===== src/rtl/booth_mul_seq.sv =====
// Sequential radix-2 Booth multiplier: one Booth step per clock, WIDTH+1 steps per product.
// Operands are widened by one bit so the same signed datapath also handles unsigned mode.
module booth_mul_seq #(
  parameter int WIDTH = 8
) (
  input  logic                 clk,
  input  logic                 rst,
  input  logic                 start,
  input  logic                 is_signed,
  input  logic [WIDTH-1:0]     multiplicand,
  input  logic [WIDTH-1:0]     multiplier,
  output logic [2*WIDTH-1:0]   product,
  output logic                 busy,
  output logic                 done
);

  localparam int E  = WIDTH + 1;
  localparam int CW = $clog2(E);
  localparam logic [CW-1:0] LAST = CW'(E - 1);

  typedef enum logic [1:0] {IDLE, RUN, DONE} state_t;

  state_t         state, state_nxt;
  logic [E-1:0]   acc, q, m;
  logic           qm1;
  logic [CW-1:0]  cnt;
  logic           accept;
  logic [E-1:0]   m_ext, q_ext;
  logic [E-1:0]   sum, acc_sh, q_sh;

  assign m_ext = is_signed ? {multiplicand[WIDTH-1], multiplicand} : {1'b0, multiplicand};
  assign q_ext = is_signed ? {multiplier[WIDTH-1], multiplier} : {1'b0, multiplier};

  always_ff @(posedge clk) begin
    if (rst) state <= IDLE;
    else     state <= state_nxt;
  end

  // A new operation may be accepted from DONE as well as IDLE, giving back-to-back issue.
  always_comb begin
    state_nxt = state;
    busy      = 1'b0;
    done      = 1'b0;
    accept    = 1'b0;
    case (state)
      IDLE: begin
        if (start) begin
          accept    = 1'b1;
          state_nxt = RUN;
        end
      end
      RUN: begin
        busy = 1'b1;
        if (cnt == LAST) state_nxt = DONE;
      end
      DONE: begin
        done = 1'b1;
        if (start) begin
          accept    = 1'b1;
          state_nxt = RUN;
        end else begin
          state_nxt = IDLE;
        end
      end
      default: state_nxt = IDLE;
    endcase
  end

  always_comb begin
    sum = acc;
    case ({q[0], qm1})
      2'b01:   sum = acc + m;
      2'b10:   sum = acc - m;
      default: sum = acc;
    endcase
    acc_sh = {sum[E-1], sum[E-1:1]};
    q_sh   = {sum[0], q[E-1:1]};
  end

  // The top two bits of the shifted accumulator are pure sign copies and never reach product.
  always_ff @(posedge clk) begin
    if (rst) begin
      acc     <= '0;
      q       <= '0;
      qm1     <= 1'b0;
      m       <= '0;
      cnt     <= '0;
      product <= '0;
    end else if (accept) begin
      acc <= '0;
      q   <= q_ext;
      qm1 <= 1'b0;
      m   <= m_ext;
      cnt <= '0;
    end else if (state == RUN) begin
      acc <= acc_sh;
      q   <= q_sh;
      qm1 <= q[0];
      cnt <= cnt + CW'(1);
      if (cnt == LAST) product <= {acc_sh[E-3:0], q_sh};
    end
  end

endmodule


===== config.mk =====
export PLATFORM = sky130hd
export DESIGN_NAME = booth_mul_seq
export DESIGN_NICKNAME = d
export VERILOG_FILES = /design/src/rtl/booth_mul_seq.sv
export SDC_FILE = /design/constraint.sdc
export NUM_CORES = 1
export LEC_CHECK = 0
export BUFFER_PORTS_ARGS = -buffer_cell sky130_fd_sc_hd__buf_2
export CELL_PAD_IN_SITES_DETAIL_PLACEMENT = 2
export CELL_PAD_IN_SITES_GLOBAL_PLACEMENT = 2
export CORE_ASPECT_RATIO = 1.75
export CORE_MARGIN = 2
export CORE_UTILIZATION = 35
export CTS_CLUSTER_DIAMETER = 100
export CTS_CLUSTER_SIZE = 12
export DETAILED_ROUTE_END_ITERATION = 12
export GPL_TIMING_DRIVEN = 0
export PLACE_DENSITY = 0.88
export SLEW_MARGIN = 20
export SYNTH_ARGS = -nofsm -noshare
export SYNTH_HDL_FRONTEND = slang
export SYNTH_SLANG_ARGS = --single-unit

===== constraint.sdc =====
create_clock -name clk -period 7.5 [get_ports clk]
set_clock_uncertainty 0.15 [all_clocks]
set_input_delay 1.875 -clock clk [delete_from_list [all_inputs] [get_ports clk]]
set_output_delay 1.875 -clock clk [all_outputs]
set_load 0.01 [all_outputs]

After elaboration in Yosys (flattened, before gate mapping)
Cells that the tools add are included.
W data, S select, Z words.
Storage, ports and cells
  input port bits: 20
  word-level logic and storage cells: 37
  bits in registers: 49
Operators by class
  reduce and logical (&&, ||, !) cells: 6
  equality and inequality tests: 7
  bitwise logic cells: 1
  multiplexer cells: 13
  add/sub/neg operators: 3
Operators by type and width (count)
  $mux W9: 4
  $pmux W9 S2: 1
  $add A9 B9 Y9: 1
  $sub A9 B9 Y9: 1
  $pmux W2 S3: 1
  $mux W1: 5
  $add A4 B1 Y4 const B: 1
  $eq A2 B1 Y1 const B: 2
  $eq A2 B2 Y1 const B: 2
  $eq A4 B4 Y1 const B: 1
  $mux W2: 2
  $reduce_or A2 Y1: 2
  $reduce_and A3 Y1: 1
  $logic_not A2 Y1: 1
  $ne A2 B1 Y1 const B: 1
  $ne A2 B2 Y1 const B: 1
  $reduce_and A2 Y1: 1
  $reduce_bool A2 Y1: 1
  $not A1 Y1: 1

Longest topological paths before layout
  word-level depth: 5
  gate-level depth with buffers: 12

Worst setup path before layout
No wires, ideal clock.
  path type: register -> output
  from: register state[1]
  to: output port busy
  cell stages (with the launch flop): 4
  slack: 4586 ps
  path buffers: 1
  arrival: 889 ps
  required time: 5475 ps
  cells stage by stage: dfxtp_1 -> nand2b_1 -> clkinv_1 -> clkbuf_1
Between the ends
  longest elaborated chain between the ends: 2
RTL lines
  from (decl): RTL line 23  | state_t state, state_nxt;
  from (signal assigned): RTL line 36  | else state <= state_nxt;
  $eq A2 B1 Y1: RTL line 45  | case (state)
  $mux W1: RTL line 45
  to (decl): RTL line 13  | output logic busy,
No other way between the ends.

Worst setup path in the final report
  from: register state[0]
  to: output port busy
The elaborated chain is that of the path after synthesis.

==> results by group <==
Power and ir drop
  – Leakage power: 1.09 nW
  – PwrDens: 228 nW/um2
  – Total power after layout: 0.642 mW
  – Peak supply drop: 0.189 mV

Finish
  – Final antenna diode count: 0
  – Syn-to-layout area delta: 18.1%
  – Multi-input logic area: 1300 um2
  – FF/Latch Area: 981 um2
  – Fraction of final layout cells with drive strength greater than 1: 13.3%
  – Finished layout cell area: 2810 um2
  – Nets: 378
  – Number of filler instances in the final layout: 799
  – Final standard cell count with taps included and fillers excluded: 427

Global routing
  – GRT Util Overall: 23.4%
  – Vias in the first global route: 2584
  – Wire length of the first global-routing pass: 13200 um
  – Initial antenna violation count: 0
  – Total global routing overflow: 0
  – Pin count of the biggest net entering global routing: 14

Critical path
  – Reg-to-reg critical path startpoint: q[0]$_SDFFE_PP0P_
  – Highest fanout seen on the critical path: 10
  – Required time of the critical path: 5.48 ns
  – Sum of buffers and inverters on the critical path: 3
  – Crit path capture type: output port
  – Critical Path Start: state[0]$_SDFFE_PP0P_
  – Reg2reg end: acc[6]$_SDFFE_PP0P_
  – CP startpoint kind: register
  – Count of cells along the worst register-to-register path: 10
  – R2R setup slack: 4.19 ns
  – Maximum cell stage delay along the critical path: 0.47 ns
  – Top delay family on crit path: buffers and inverters
  – Number of cells on the critical path: 4
  – Worst setup path end: busy
  – Chain of cells forming the critical path: nand2b_1 -> clkinv_1 -> clkbuf_1 -> buf_2
  – Worst path slowest cell: clkbuf_1
  – Data arrival, critical path: 1.69 ns
  – Critical path class: register to output port

Outcome
  – Run status: complete, no violations

Synthesis
  – Most common flop cell mapped by yosys: dfxtp_1
  – Post-synthesis instance area: 2380 um2
  – Synthesized netlist net count: 334
  – Sequential area share after synthesis: 41.2%
  – Number of enable-type register cells in the synthesized netlist: 0
  – Synth unique cells: 33
  – Gate count after technology mapping: 301
  – FFs w/ async S/R, synth: 0%
  – Ys Warns: 0
  – Number of register bits inferred by synthesis: 49
  – Mean area per synthesized cell: 7.90 um2

Die
  – Number of I/O pins: 38
  – Core Region: 6540 um2
  – Initial core utilization: 36.4%
  – Number of placement rows: 39
  – Die Area: 7500 um2
  – Vertical extent of the die: 113 um
  – Die span in x: 66.3 um

Drt
  – Overall via count from detail_route: 2309
  – First-pass DRT Iterations: 3
  – Routed wire length: 8020 um
  – Number of design-rule violations left by the first detailed-router iteration: 72
  – Vias per cell: 5.41
  – Number of routed nets with antenna violations: 0
  – Detailed-route wire length per cell: 18.8 um
  – Final routed DRC violation total: 0

Clock tree
  – Clk_lat worst skew: 0.29 ns
  – Depth of the CTS H-tree: 2
  – CTS tree: yes
  – Clock-pin slew on the worst setup and hold paths: 0.06 ns
  – # resized after CTS: 0
  – Sinks on the clock net: 49
  – Clock buffer count from CTS: 5
  – Maximum count of clock buffers along a single path: 2
  – Cts-stage hold buffer count: 0
  – Number of setup buffers added after CTS: 0
  – Cell at the root of the clock tree: clkbuf_16

Place
  – Weighted congestion reported at the end of routability-driven placement: 0.774
  – Standard cell area after detailed placement: 2670 um2
  – Port bufs: 37
  – Total half-perimeter wirelength after legalization and detailed placement: 6190 um
  – Placed Cells: 420

STA
  – Count of pins over their slew limit: 0
  – Final worst path period need: 3.71 ns
  – Headroom to the max-slew limit: 54.1%
  – Maximum clock rate: 269 MHz
  – Worst Max-Slew Pin Slew: 0.686 ns
  – RSZ-0062 raised after global routing: no
  – Final cycle utilization of the critical path: 49.5%
  – Final setup viols: 0
  – Final total negative setup slack: 0 ns
  – Number of endpoints with negative hold slack in the final report: 0

Run
  – Max capacitance violation total: 0

Worst hold path
  – Hold/Removal Path Class: register to register
## state kept, by name (all words and copies together), names as in the netlist
| signal | count |
|---|---|
| state | 2 |
| m | 9 |
| qm1 | 1 |
| acc | 8 |
| cnt | 4 |
| q | 9 |
| product | 16 |
## per-stage QoR
step / util (%) / hold slack (ns) / worst slack [ns]
after floorplan: - / 0.286 / 4.59
after global placement: 40.8 / 0.293 / 4.11
after detailed placement: 40.8 / 0.303 / 4.08
after CTS: 43.0 / 0.316 / 3.79
after global routing: 43.0 / 0.335 / 3.66
final: 43.0 / 0.312 / 3.79
## worst min path at each step
stage	startpoint	end	slack, ns	cells past startpoint
2_1_floorplan	qm1$_SDFFE_PP0P_	qm1$_SDFFE_PP0P_	0.29	2
5_1_grt	product[4]$_SDFFE_PP0P_	product[4]$_SDFFE_PP0P_	0.33	2
4_1_cts	product[0]$_SDFFE_PP0P_	product[0]$_SDFFE_PP0P_	0.32	2
3_5_place_dp	product[0]$_SDFFE_PP0P_	product[0]$_SDFFE_PP0P_	0.30	2
3_3_place_gp	product[2]$_SDFFE_PP0P_	product[2]$_SDFFE_PP0P_	0.29	2
6_report	product[2]$_SDFFE_PP0P_	product[2]$_SDFFE_PP0P_	0.31	2
## layer usage
metal / vias to the layer above / track usage, % / wire length (um)
met2: 22 / 47.1 / 4870
met1: 1165 / 23.1 / 2880
met3: 9 / 2.78 / 119
li1: 1113 / - / -
met5: - / 0 / 0
met4: 0 / 8.03 / 142
## area by class of cell
cell class,instances,share of cell area [%]
plain buffers,17,2.27
clock buffers,7,5.08
inverters,9,1.20
multi-input cells,226,46.3
flip-flops and latches,49,34.9
well taps,82,3.65
repair buffers,37,6.59
## power breakdown
part	internal, mW	switching (mW)
clock network	0.131	0.0959
logic	0.0524	0.0827
registers	0.269	0.0102
total	0.453	0.189
## Yosys cell counts, drive strengths merged (3+ instances only)
| cell type | number | area (um2) |
|---|---|---|
| nor3 | 7 | 35.0 |
| nand2b | 5 | 31.3 |
| o31ai | 4 | 30.0 |
| a31oi | 4 | 25.0 |
| dfxtp | 49 | 981 |
| o21ai | 5 | 25.0 |
| nand3 | 5 | 25.0 |
| nor2 | 25 | 93.8 |
| inv | 8 | 30.0 |
| clkbuf | 15 | 56.3 |
| a211oi | 5 | 37.5 |
| nor2b | 3 | 18.8 |
| xnor2 | 11 | 96.3 |
| nand2 | 64 | 240 |
| a22oi | 8 | 60.1 |
| xor2 | 3 | 26.3 |
| ha | 12 | 150 |
| a21oi | 46 | 230 |
| mux2i | 4 | 40.0 |
## worst min-delay path, cell delays in order (launching register included)
cell and delay (ns):
dfxtp_1 0.31, nand2_1 0.05, a21oi_1 0.05
## cells by family (layout without fill, tap and decap cells)
kind of cell    after synthesis  in the layout  share of synthesized area [%]
compound gates               77             77                           18.9
fa+ha+maj                    13             13                           7.15
mux                           5              5                           2.16
buf+inv                      26             70                           4.10
simple gates                117            117                           21.3
flops                        49             49                           41.2
xor+xnor                     14             14                           5.16
## cells in the final DEF, fill, tap and decap left out, types with 2 or more instances in the layout
cell type | synthesis | routed
nand2_1 | 64 | 64
dfxtp_1 | 49 | 49
a21oi_1 | 46 | 46
buf_2 | 0 | 37
nor2_1 | 25 | 25
clkbuf_1 | 15 | 16
ha_1 | 12 | 12
xnor2_1 | 11 | 11
inv_1 | 8 | 8
a22oi_1 | 8 | 8
nor3_1 | 7 | 7
nand2b_1 | 5 | 5
nand3_1 | 5 | 5
o21ai_0 | 5 | 5
a211oi_1 | 5 | 5
clkbuf_16 | 0 | 5
a31oi_1 | 4 | 4
mux2i_1 | 4 | 4
o31ai_1 | 4 | 4
nor2b_1 | 3 | 3
xor2_1 | 3 | 3
o21a_1 | 2 | 2
nand3b_1 | 2 | 2
buf_1 | 2 | 2
nand4_1 | 2 | 2
(Power assumes the default switching activity.)
